**src/rtl/bank_sc_pkg.sv**
```systemverilog
// Shared opcodes, line-state encoding and FSM state codes for the per-bank SRAM controller.
package bank_sc_pkg;
  localparam logic [2:0] OP_WRITE    = 3'd0;
  localparam logic [2:0] OP_READ     = 3'd1;
  localparam logic [2:0] OP_LINEFILL = 3'd2;
  localparam logic [2:0] OP_WBACK    = 3'd3;

  localparam logic [1:0] STATE_DIRTY = 2'b11;

  typedef logic [3:0] sc_state_t;
  localparam sc_state_t S_IDLE    = 4'd0;
  localparam sc_state_t S_WB_RDB  = 4'd1;
  localparam sc_state_t S_SRAM_WR = 4'd2;
  localparam sc_state_t S_SRAM_RD = 4'd3;
  localparam sc_state_t S_RD_RESP = 4'd4;
  localparam sc_state_t S_LF_WR0  = 4'd5;
  localparam sc_state_t S_LF_WR1  = 4'd6;
  localparam sc_state_t S_EV_RD0  = 4'd7;
  localparam sc_state_t S_EV_RD1  = 4'd8;
  localparam sc_state_t S_EV_CAP  = 4'd9;
  localparam sc_state_t S_EV_SEND = 4'd10;
endpackage

```
**src/rtl/bank_sram_ctrl_if.sv**
```systemverilog
// Issue-queue to SRAM-controller op handshake (iq_sc_*).
interface bank_sram_ctrl_if #(
  parameter int SW_WIDTH = 6,
  parameter int BEAT_W   = 128,
  parameter int WBID_W   = 8
);
  logic                iq_sc_valid_i;
  logic                iq_sc_ready_o;
  logic [1:0]          iq_sc_channel_id_i;
  logic [2:0]          iq_sc_opcode_i;
  logic [SW_WIDTH:0]   iq_sc_set_way_offset_i;
  logic [WBID_W-1:0]   iq_sc_wbuffer_id_i;
  logic [2:0]          iq_sc_xbar_rob_num_i;
  logic [1:0]          iq_sc_cacheline_state_offset0_i;
  logic [1:0]          iq_sc_cacheline_state_offset1_i;
  logic [BEAT_W-1:0]   iq_sc_linefill_data_offset0_i;
  logic [BEAT_W-1:0]   iq_sc_linefill_data_offset1_i;

  modport master (
    output iq_sc_valid_i, iq_sc_channel_id_i, iq_sc_opcode_i, iq_sc_set_way_offset_i,
           iq_sc_wbuffer_id_i, iq_sc_xbar_rob_num_i, iq_sc_cacheline_state_offset0_i,
           iq_sc_cacheline_state_offset1_i, iq_sc_linefill_data_offset0_i,
           iq_sc_linefill_data_offset1_i,
    input  iq_sc_ready_o
  );
  modport slave (
    input  iq_sc_valid_i, iq_sc_channel_id_i, iq_sc_opcode_i, iq_sc_set_way_offset_i,
           iq_sc_wbuffer_id_i, iq_sc_xbar_rob_num_i, iq_sc_cacheline_state_offset0_i,
           iq_sc_cacheline_state_offset1_i, iq_sc_linefill_data_offset0_i,
           iq_sc_linefill_data_offset1_i,
    output iq_sc_ready_o
  );
endinterface

```
**src/rtl/bank_sc_evict_buf.sv**
```systemverilog
// Eviction line buffer: captures the two SRAM beats and holds them on the BIU write port until accepted.
module bank_sc_evict_buf #(
  parameter int BEAT_W = 128
) (
  input  logic              clk_i,
  input  logic              rst_i,
  input  logic              cap0_i,
  input  logic              cap1_i,
  input  logic [BEAT_W-1:0] beat_i,
  input  logic              send_i,
  input  logic              wready_i,
  output logic              wvalid_o,
  output logic [2*BEAT_W-1:0] wdata_o,
  output logic              done_o
);
  logic [2*BEAT_W-1:0] line_d, line_q;

  always_comb begin
    line_d = line_q;
    if (cap0_i) line_d[BEAT_W-1:0]        = beat_i;
    if (cap1_i) line_d[2*BEAT_W-1:BEAT_W] = beat_i;
  end

  always_ff @(posedge clk_i) begin
    if (rst_i) line_q <= '0;
    else       line_q <= line_d;
  end

  // Line is frozen while send_i is high, so wdata stays stable through backpressure.
  assign wvalid_o = send_i;
  assign wdata_o  = send_i ? line_q : '0;
  assign done_o   = send_i & wready_i;
endmodule

```
**src/rtl/bank_sram_ctrl.sv**
```systemverilog
// Per-bank SRAM controller: sequences write/read/linefill/writeback ops over a single-port SRAM.
// Optional macro BANK_SC_PERF_CNT_EN adds per-opcode saturating accept counters on sc_perf_cnt_o.
module bank_sram_ctrl
  import bank_sc_pkg::*;
#(
  parameter int SW_WIDTH = 6,
  parameter int BEAT_W   = 128,
  parameter int WBID_W   = 8
) (
  input  logic                  clk_i,
  input  logic                  rst_i,
  bank_sram_ctrl_if.slave       iq,
  output logic                  sc_wbuffer_ren_o,
  output logic [WBID_W-1:0]     sc_wbuffer_raddr_o,
  input  logic [BEAT_W-1:0]     wbuffer_sc_rdata_i,
  output logic                  sram_cen_o,
  output logic                  sram_wen_o,
  output logic [SW_WIDTH:0]     sram_addr_o,
  output logic [BEAT_W-1:0]     sram_wdata_o,
  input  logic [BEAT_W-1:0]     sram_rdata_i,
  output logic                  sc_resp_valid_o,
  output logic [1:0]            sc_resp_ch_id_o,
  output logic [2:0]            sc_resp_rob_num_o,
  output logic                  sc_resp_is_write_o,
  output logic [BEAT_W-1:0]     sc_resp_data_o,
  output logic                  sc_biu_wvalid_o,
  input  logic                  biu_sc_wready_i,
  output logic [SW_WIDTH-1:0]   sc_biu_waddr_o,
  output logic [2*BEAT_W-1:0]   sc_biu_wdata_o
`ifdef BANK_SC_PERF_CNT_EN
  ,
  output logic [127:0]          sc_perf_cnt_o
`endif
);
  typedef struct packed {
    logic [1:0]        ch;
    logic [2:0]        rob;
    logic [SW_WIDTH:0] swo;
    logic [WBID_W-1:0] wbid;
    logic [BEAT_W-1:0] ld0;
    logic [BEAT_W-1:0] ld1;
  } lat_t;

  sc_state_t state_d, state_q;
  lat_t      lat_d, lat_q;
  logic      accept, dirty, ev_done;
  logic [SW_WIDTH-1:0] sw;

  assign accept          = iq.iq_sc_valid_i & (state_q == S_IDLE);
  assign iq.iq_sc_ready_o = (state_q == S_IDLE);
  assign dirty = (iq.iq_sc_cacheline_state_offset0_i == STATE_DIRTY) |
                 (iq.iq_sc_cacheline_state_offset1_i == STATE_DIRTY);
  assign sw    = lat_q.swo[SW_WIDTH:1];

  always_comb begin
    state_d = state_q;
    lat_d   = lat_q;
    case (state_q)
      S_IDLE: if (accept) begin
        lat_d = '{ch: iq.iq_sc_channel_id_i, rob: iq.iq_sc_xbar_rob_num_i,
                  swo: iq.iq_sc_set_way_offset_i, wbid: iq.iq_sc_wbuffer_id_i,
                  ld0: iq.iq_sc_linefill_data_offset0_i, ld1: iq.iq_sc_linefill_data_offset1_i};
        case (iq.iq_sc_opcode_i)
          OP_WRITE:    state_d = S_WB_RDB;
          OP_READ:     state_d = S_SRAM_RD;
          OP_LINEFILL: state_d = S_LF_WR0;
          OP_WBACK:    state_d = dirty ? S_EV_RD0 : S_IDLE;
          default:     state_d = S_IDLE;
        endcase
      end
      S_WB_RDB:  state_d = S_SRAM_WR;
      S_SRAM_RD: state_d = S_RD_RESP;
      S_LF_WR0:  state_d = S_LF_WR1;
      S_EV_RD0:  state_d = S_EV_RD1;
      S_EV_RD1:  state_d = S_EV_CAP;
      S_EV_CAP:  state_d = S_EV_SEND;
      S_EV_SEND: if (ev_done) state_d = S_IDLE;
      default:   state_d = S_IDLE;
    endcase
  end

  always_ff @(posedge clk_i) begin
    if (rst_i) begin
      state_q <= S_IDLE;
      lat_q   <= '0;
    end else begin
      state_q <= state_d;
      lat_q   <= lat_d;
    end
  end

  always_comb begin
    sc_wbuffer_ren_o   = 1'b0;
    sc_wbuffer_raddr_o = '0;
    sram_cen_o         = 1'b0;
    sram_wen_o         = 1'b0;
    sram_addr_o        = '0;
    sram_wdata_o       = '0;
    sc_resp_valid_o    = 1'b0;
    sc_resp_is_write_o = 1'b0;
    sc_resp_data_o     = '0;
    case (state_q)
      S_WB_RDB: begin
        sc_wbuffer_ren_o   = 1'b1;
        sc_wbuffer_raddr_o = lat_q.wbid;
      end
      S_SRAM_WR: begin
        sram_cen_o = 1'b1; sram_wen_o = 1'b1;
        sram_addr_o  = lat_q.swo;
        sram_wdata_o = wbuffer_sc_rdata_i;
        sc_resp_valid_o = 1'b1; sc_resp_is_write_o = 1'b1;
      end
      S_SRAM_RD: begin
        sram_cen_o  = 1'b1;
        sram_addr_o = lat_q.swo;
      end
      S_RD_RESP: begin
        sc_resp_valid_o = 1'b1;
        sc_resp_data_o  = sram_rdata_i;
      end
      S_LF_WR0: begin
        sram_cen_o = 1'b1; sram_wen_o = 1'b1;
        sram_addr_o  = {sw, 1'b0};
        sram_wdata_o = lat_q.ld0;
      end
      S_LF_WR1: begin
        sram_cen_o = 1'b1; sram_wen_o = 1'b1;
        sram_addr_o  = {sw, 1'b1};
        sram_wdata_o = lat_q.ld1;
        sc_resp_valid_o = 1'b1;
        sc_resp_data_o  = lat_q.swo[0] ? lat_q.ld1 : lat_q.ld0;
      end
      S_EV_RD0: begin
        sram_cen_o  = 1'b1;
        sram_addr_o = {sw, 1'b0};
      end
      S_EV_RD1: begin
        sram_cen_o  = 1'b1;
        sram_addr_o = {sw, 1'b1};
      end
      default: ;
    endcase
  end

  assign sc_resp_ch_id_o   = sc_resp_valid_o ? lat_q.ch  : '0;
  assign sc_resp_rob_num_o = sc_resp_valid_o ? lat_q.rob : '0;
  assign sc_biu_waddr_o    = sc_biu_wvalid_o ? sw : '0;

  bank_sc_evict_buf #(.BEAT_W(BEAT_W)) u_evict_buf (
    .clk_i    (clk_i),
    .rst_i    (rst_i),
    .cap0_i   (state_q == S_EV_RD1),
    .cap1_i   (state_q == S_EV_CAP),
    .beat_i   (sram_rdata_i),
    .send_i   (state_q == S_EV_SEND),
    .wready_i (biu_sc_wready_i),
    .wvalid_o (sc_biu_wvalid_o),
    .wdata_o  (sc_biu_wdata_o),
    .done_o   (ev_done)
  );

`ifdef BANK_SC_PERF_CNT_EN
  logic [3:0][31:0] cnt_d, cnt_q;

  always_comb begin
    cnt_d = cnt_q;
    for (int i = 0; i < 4; i++)
      if (accept && iq.iq_sc_opcode_i == 3'(i) && cnt_q[i] != '1)
        cnt_d[i] = cnt_q[i] + 32'd1;
  end

  always_ff @(posedge clk_i) begin
    if (rst_i) cnt_q <= '0;
    else       cnt_q <= cnt_d;
  end

  assign sc_perf_cnt_o = cnt_q;
`endif
endmodule

```
**src/flat_wrapper.sv**
```systemverilog
// flat-port wrapper written by rule: the top's interface ports become plain ports
module bank_sram_ctrl_flat import bank_sc_pkg::*;
#(
  parameter int SW_WIDTH = 6,
  parameter int BEAT_W   = 128,
  parameter int WBID_W   = 8
)
  (clk_i, rst_i, sc_wbuffer_ren_o, sc_wbuffer_raddr_o, wbuffer_sc_rdata_i, sram_cen_o, sram_wen_o, sram_addr_o, sram_wdata_o, sram_rdata_i, sc_resp_valid_o, sc_resp_ch_id_o, sc_resp_rob_num_o, sc_resp_is_write_o, sc_resp_data_o, sc_biu_wvalid_o, biu_sc_wready_i, sc_biu_waddr_o, sc_biu_wdata_o, iq_iq_sc_valid_i, iq_iq_sc_channel_id_i, iq_iq_sc_opcode_i, iq_iq_sc_set_way_offset_i, iq_iq_sc_wbuffer_id_i, iq_iq_sc_xbar_rob_num_i, iq_iq_sc_cacheline_state_offset0_i, iq_iq_sc_cacheline_state_offset1_i, iq_iq_sc_linefill_data_offset0_i, iq_iq_sc_linefill_data_offset1_i, iq_iq_sc_ready_o);
  bank_sram_ctrl_if #(.SW_WIDTH(SW_WIDTH), .BEAT_W(BEAT_W), .WBID_W(WBID_W)) iq_i ();
  input  logic clk_i;
  input  logic rst_i;
  output logic sc_wbuffer_ren_o;
  output logic [WBID_W-1:0] sc_wbuffer_raddr_o;
  input  logic [BEAT_W-1:0] wbuffer_sc_rdata_i;
  output logic sram_cen_o;
  output logic sram_wen_o;
  output logic [SW_WIDTH:0] sram_addr_o;
  output logic [BEAT_W-1:0] sram_wdata_o;
  input  logic [BEAT_W-1:0] sram_rdata_i;
  output logic sc_resp_valid_o;
  output logic [1:0] sc_resp_ch_id_o;
  output logic [2:0] sc_resp_rob_num_o;
  output logic sc_resp_is_write_o;
  output logic [BEAT_W-1:0] sc_resp_data_o;
  output logic sc_biu_wvalid_o;
  input  logic biu_sc_wready_i;
  output logic [SW_WIDTH-1:0] sc_biu_waddr_o;
  output logic [2*BEAT_W-1:0] sc_biu_wdata_o;
  input wire logic [$bits(iq_i.iq_sc_valid_i)-1:0] iq_iq_sc_valid_i;
  input wire logic [$bits(iq_i.iq_sc_channel_id_i)-1:0] iq_iq_sc_channel_id_i;
  input wire logic [$bits(iq_i.iq_sc_opcode_i)-1:0] iq_iq_sc_opcode_i;
  input wire logic [$bits(iq_i.iq_sc_set_way_offset_i)-1:0] iq_iq_sc_set_way_offset_i;
  input wire logic [$bits(iq_i.iq_sc_wbuffer_id_i)-1:0] iq_iq_sc_wbuffer_id_i;
  input wire logic [$bits(iq_i.iq_sc_xbar_rob_num_i)-1:0] iq_iq_sc_xbar_rob_num_i;
  input wire logic [$bits(iq_i.iq_sc_cacheline_state_offset0_i)-1:0] iq_iq_sc_cacheline_state_offset0_i;
  input wire logic [$bits(iq_i.iq_sc_cacheline_state_offset1_i)-1:0] iq_iq_sc_cacheline_state_offset1_i;
  input wire logic [$bits(iq_i.iq_sc_linefill_data_offset0_i)-1:0] iq_iq_sc_linefill_data_offset0_i;
  input wire logic [$bits(iq_i.iq_sc_linefill_data_offset1_i)-1:0] iq_iq_sc_linefill_data_offset1_i;
  output wire logic [$bits(iq_i.iq_sc_ready_o)-1:0] iq_iq_sc_ready_o;
  assign iq_i.iq_sc_valid_i = iq_iq_sc_valid_i;
  assign iq_i.iq_sc_channel_id_i = iq_iq_sc_channel_id_i;
  assign iq_i.iq_sc_opcode_i = iq_iq_sc_opcode_i;
  assign iq_i.iq_sc_set_way_offset_i = iq_iq_sc_set_way_offset_i;
  assign iq_i.iq_sc_wbuffer_id_i = iq_iq_sc_wbuffer_id_i;
  assign iq_i.iq_sc_xbar_rob_num_i = iq_iq_sc_xbar_rob_num_i;
  assign iq_i.iq_sc_cacheline_state_offset0_i = iq_iq_sc_cacheline_state_offset0_i;
  assign iq_i.iq_sc_cacheline_state_offset1_i = iq_iq_sc_cacheline_state_offset1_i;
  assign iq_i.iq_sc_linefill_data_offset0_i = iq_iq_sc_linefill_data_offset0_i;
  assign iq_i.iq_sc_linefill_data_offset1_i = iq_iq_sc_linefill_data_offset1_i;
  assign iq_iq_sc_ready_o = iq_i.iq_sc_ready_o;
  bank_sram_ctrl #(.SW_WIDTH(SW_WIDTH), .BEAT_W(BEAT_W), .WBID_W(WBID_W)) u_core (.clk_i(clk_i), .rst_i(rst_i), .iq(iq_i), .sc_wbuffer_ren_o(sc_wbuffer_ren_o), .sc_wbuffer_raddr_o(sc_wbuffer_raddr_o), .wbuffer_sc_rdata_i(wbuffer_sc_rdata_i), .sram_cen_o(sram_cen_o), .sram_wen_o(sram_wen_o), .sram_addr_o(sram_addr_o), .sram_wdata_o(sram_wdata_o), .sram_rdata_i(sram_rdata_i), .sc_resp_valid_o(sc_resp_valid_o), .sc_resp_ch_id_o(sc_resp_ch_id_o), .sc_resp_rob_num_o(sc_resp_rob_num_o), .sc_resp_is_write_o(sc_resp_is_write_o), .sc_resp_data_o(sc_resp_data_o), .sc_biu_wvalid_o(sc_biu_wvalid_o), .biu_sc_wready_i(biu_sc_wready_i), .sc_biu_waddr_o(sc_biu_waddr_o), .sc_biu_wdata_o(sc_biu_wdata_o));
endmodule
```
**config.mk**
```make
export PLATFORM = sky130hd
export DESIGN_NAME = bank_sram_ctrl_flat
export DESIGN_NICKNAME = d
export VERILOG_FILES = /design/src/rtl/bank_sc_pkg.sv /design/src/rtl/bank_sram_ctrl_if.sv /design/src/rtl/bank_sc_evict_buf.sv /design/src/rtl/bank_sram_ctrl.sv /design/src/flat_wrapper.sv
export SDC_FILE = /design/constraint.sdc
export NUM_CORES = 2
export LEC_CHECK = 0
export ABC_AREA = 1
export BUFFER_PORTS_ARGS = -buffer_cell sky130_fd_sc_hd__clkbuf_2
export CORE_AREA = 4 4 421 423
export DETAILED_ROUTE_END_ITERATION = 6
export DIE_AREA = 0 0 425 427
export GPL_ROUTABILITY_DRIVEN = 0
export GPL_TIMING_DRIVEN = 0
export SYNTH_ARGS = -nofsm -noshare
export SYNTH_HDL_FRONTEND = slang
export SYNTH_SLANG_ARGS = --single-unit
```
**constraint.sdc**
```tcl
create_clock -name clk_i -period 2.3 [get_ports clk_i]
set_clock_uncertainty 0.15 [all_clocks]
set_input_delay 0 -clock clk_i [delete_from_list [all_inputs] [get_ports clk_i]]
set_output_delay 0 -clock clk_i [all_outputs]
set_load 0.02 [all_outputs]
```
==> metrics.cfg <==
[power]
p_comb_share_pct = 27.4
powerDensity_mw_per_mm2 = 559
clock_power_share_pct = 39.3
p_sw_uw = 11000
p_sw_share_pct = 36.1
seqPwrFrac_pct = 33.4
p_leak_uw = 0.0216
p_int_uw = 19400
ir_drop_mv = 0.466

[cells_and_area]
fill_cells = 17500
final_nets = 5972
drive_above_1_share_pct = 40.7
fin_cells = 7892
fin_util_pct = 31.3
finalInstanceArea_mm2 = 0.0544
area_growth_pct = 110

[critical_path]
start_kind = flop
cp_max_fo = 10
critPathCapture = sram_wdata_o[123]
worstReg2RegStart = u_core.state_q[2]
cp-end-kind = output port
slowest_delay_ns = 0.36
slowest_stage = dfxtp_4
r2r-end = u_core.lat_q[90]
required_ns = 2.15
critPathArrivalTime_ns = 2.61
r2r_cells = 9
cp_cell_sequence = buf_4 -> nor2_4 -> nand2_4 -> inv_8 -> clkbuf_2 -> nand2_1 -> o221ai_4 -> buf_8
cp-startpoint = u_core.state_q[2]
reg2reg_slack_ns = -0.39
crit_type = reg -> out

[synthesis]
synth_xor_area_share_pct = 0
synth_top_family_by_area = compound AO/OA/AOI/OAI gates
yosysTopAreaCell = dfxtp_1
synth_fa_ha_area_share_pct = 0
synth_seq_area_share_pct = 41.5
synth_nets = 4101
synth_mux_area_share_pct = 0
syn_inst = 3558
ys_seq_elements = 536
synth_top_area_share_pct = 41.5
ys_top_cells_by_area = dfxtp_1, a211oi_1, nor2_1
synth_warnings = 0
syn_area_mm2 = 0.0259
synthSimpleGateAreaFrac_pct = 18.2
syn_area_per_cell_um2 = 7.27
synth_compound_area_share_pct = 27.1
synth_cell_types = 22

[routing]
drtIter0Drc = 4730
wl_per_cell_um = 33.6
post-route-drc-count = 23
num_vias = 38700
drtAntennaViolNets = 0
drt_first_pass_iters = 7
wl_mm = 265
vias_per_cell = 4.90

[global_routing]
grt_pass1_wl_mm = 322
grt_pass1_vias = 36200
antenna_found_initial = 101
global_route.overflow_total = 0
grt_usage_pct = 26.3
grt_start_max_net_pins = 13

[clock_network]
insertion_delay_ns = 0.72
cts_made_buffers = 70
cts_sinks = 536
max-clock-path-buffers = 3
clock-root-buffer = clkbuf_16
cts_tree = yes
clk_pin_slew_ns = 0.07
htree_levels = 3

[placed_design]
postPlaceCellArea_mm2 = 0.0342
place.detailed.hpwl_mm = 202
dp_cells = 6969
port_buffers = 1086

[die]
die_h_um = 427
core_area_mm2 = 0.173
io_pins = 1088
rows = 153
dieArea_mm2 = 0.181
start_util_pct = 14.9
die_x_um = 425

[sta]
finalSetupViolCount = 704
tightest_slew_ns = 1.34
finalMaxSlewViolations = 0
max_slew_margin_pct = 10.4
fin_crit_ns = 2.76
timing.fmax_mhz = 363
rsz0062_at_grt = yes
fin_tns_setup_ns = -118.47
min_period_over_period_pct = 120
setup_slack_ns = -0.458
finalHoldViolCount = 0

[hold_path]
hold_path.class = in -> reg

[status]
run_status = finished with violations
violations = design-rule violations, negative setup slack

[run]
drv_cap = 0

-- critical path: cells and delay by family (launching register included) --
family          cells  cell delay (ns)
buf+inv             4             0.70
flops               1             0.36
compound gates      1             0.21
simple gates        3             0.57
-- cells in the mapped netlist --
library cell and number:
a211oi_1 412, a211oi_2 120, a21oi_1 1, a31oi_1 1, buf_1 6, buf_2 107, buf_6 11, clkbuf_1 179
dfxtp_1 536, inv_1 546, inv_2 3, nand2_1 415, nand2_2 1, nand3_1 6, nand3b_1 1, nor2_1 824
nor2_2 1, nor3_1 1, nor3_2 1, o21ai_0 257, o21ai_1 1, o221ai_1 128
-- flip-flops by register name, summed over array words and instances, names as in the netlist --
signal,cells
u_core.state_q,4
u_core.u_evict_buf.line_q,256
u_core.lat_q,276
-- power by group through the flow --
stage               combinational [uW]  clock (uW)  sequential (uW)
floorplan                         2380           0            10200
global placement                  5290           0            10200
detailed placement                5340           0            10300
CTS                               7090       12000            10100
global route                      8470       12300            10200
finish                            8310       11900            10100
-- routing by layer --
layer	track usage, %	vias to the layer above	routed length [um]
met1	30.6	18300	95000
li1	-	15600	-
met2	39.2	3464	110000
met5	3.25	-	1070
met3	12.6	1297	35900
met4	15.1	32	23200
-- timing repair --
action | in CTS | in global routing
setup endpoints to repair | 819 | 929
resized for setup | 1049 | 1897
endpoints found under the hold margin | 536 | 0
pin swaps | 17 | 36
setup buffers | 35 | 48
hold buffers | 591 | 0
cloned | 15 | 31
-- worst min path at each step --
stage,from,endpoint,slack (ns),depth (start not counted)
after floorplan,iq_iq_sc_linefill_data_offset1_i[127],u_core.lat_q[127],0.03,2
after global placement,iq_iq_sc_linefill_data_offset1_i[124],u_core.lat_q[124],0.12,3
after detailed placement,iq_iq_sc_linefill_data_offset0_i[6],u_core.lat_q[134],0.12,3
after CTS,iq_iq_sc_linefill_data_offset0_i[10],u_core.lat_q[138],0.002,4
after global routing,iq_iq_sc_linefill_data_offset1_i[33],u_core.lat_q[33],0.03,4
final,iq_iq_sc_linefill_data_offset1_i[66],u_core.lat_q[66],0.06,4
-- placed cells by master, fill, tap and decap left out, types with 23 or more instances in the layout --
cell and instances:
clkbuf_2 715, nor2_1 696, dlygate4sd3_1 591, inv_1 541, dfxtp_1 531, a211oi_1 412, buf_6 288, nand2_1 275
nor2_4 121, a211oi_2 120, clkbuf_16 117, o221ai_4 105, clkbuf_1 102, buf_8 99, o21ai_2 94, diode_2 84
nand2_4 75, buf_12 75, o21ai_4 74, buf_4 70, o21ai_0 62, buf_2 62, nand2_2 41, clkbuf_8 35
o21ai_1 28, nand2_8 25, o221ai_2 23
-- area by class of cell --
class	instances	area (um2)	area share, %
Clock buffer	94	1960	3.61
Clock inverter	32	458	0.843
Antenna cell	84	210	0.387
Sequential cell	536	10700	19.8
Buffer	301	2880	5.29
Timing Repair inverter	1	20.0	0.0368
Timing Repair Buffer	1800	16200	29.7
Multi-Input combinational cell	2170	16900	31.1
Inverter	549	2100	3.86
Tap cell	2325	2910	5.35
-- kinds of logic (layout without fill, tap and decap cells) --
group | count (synthesis) | in the layout
other | 0 | 84
and+or+nand+nor | 1250 | 1250
buffers and inverters | 852 | 2777
DFF | 536 | 536
AOI/OAI and AO/OA | 920 | 920
-- metrics by stage --
stage	setup slack, ns	hold slack (ns)	power [uW]
after floorplan	0.435	0.0259	12600
after global placement	-1.35	0.122	15500
after detailed placement	-1.37	0.124	15600
after CTS	-0.485	0.00150	29100
after global routing	-0.476	0.0331	31000
final	-0.458	0.0561	30400
Note: power is estimated with default switching activity, not from simulation.
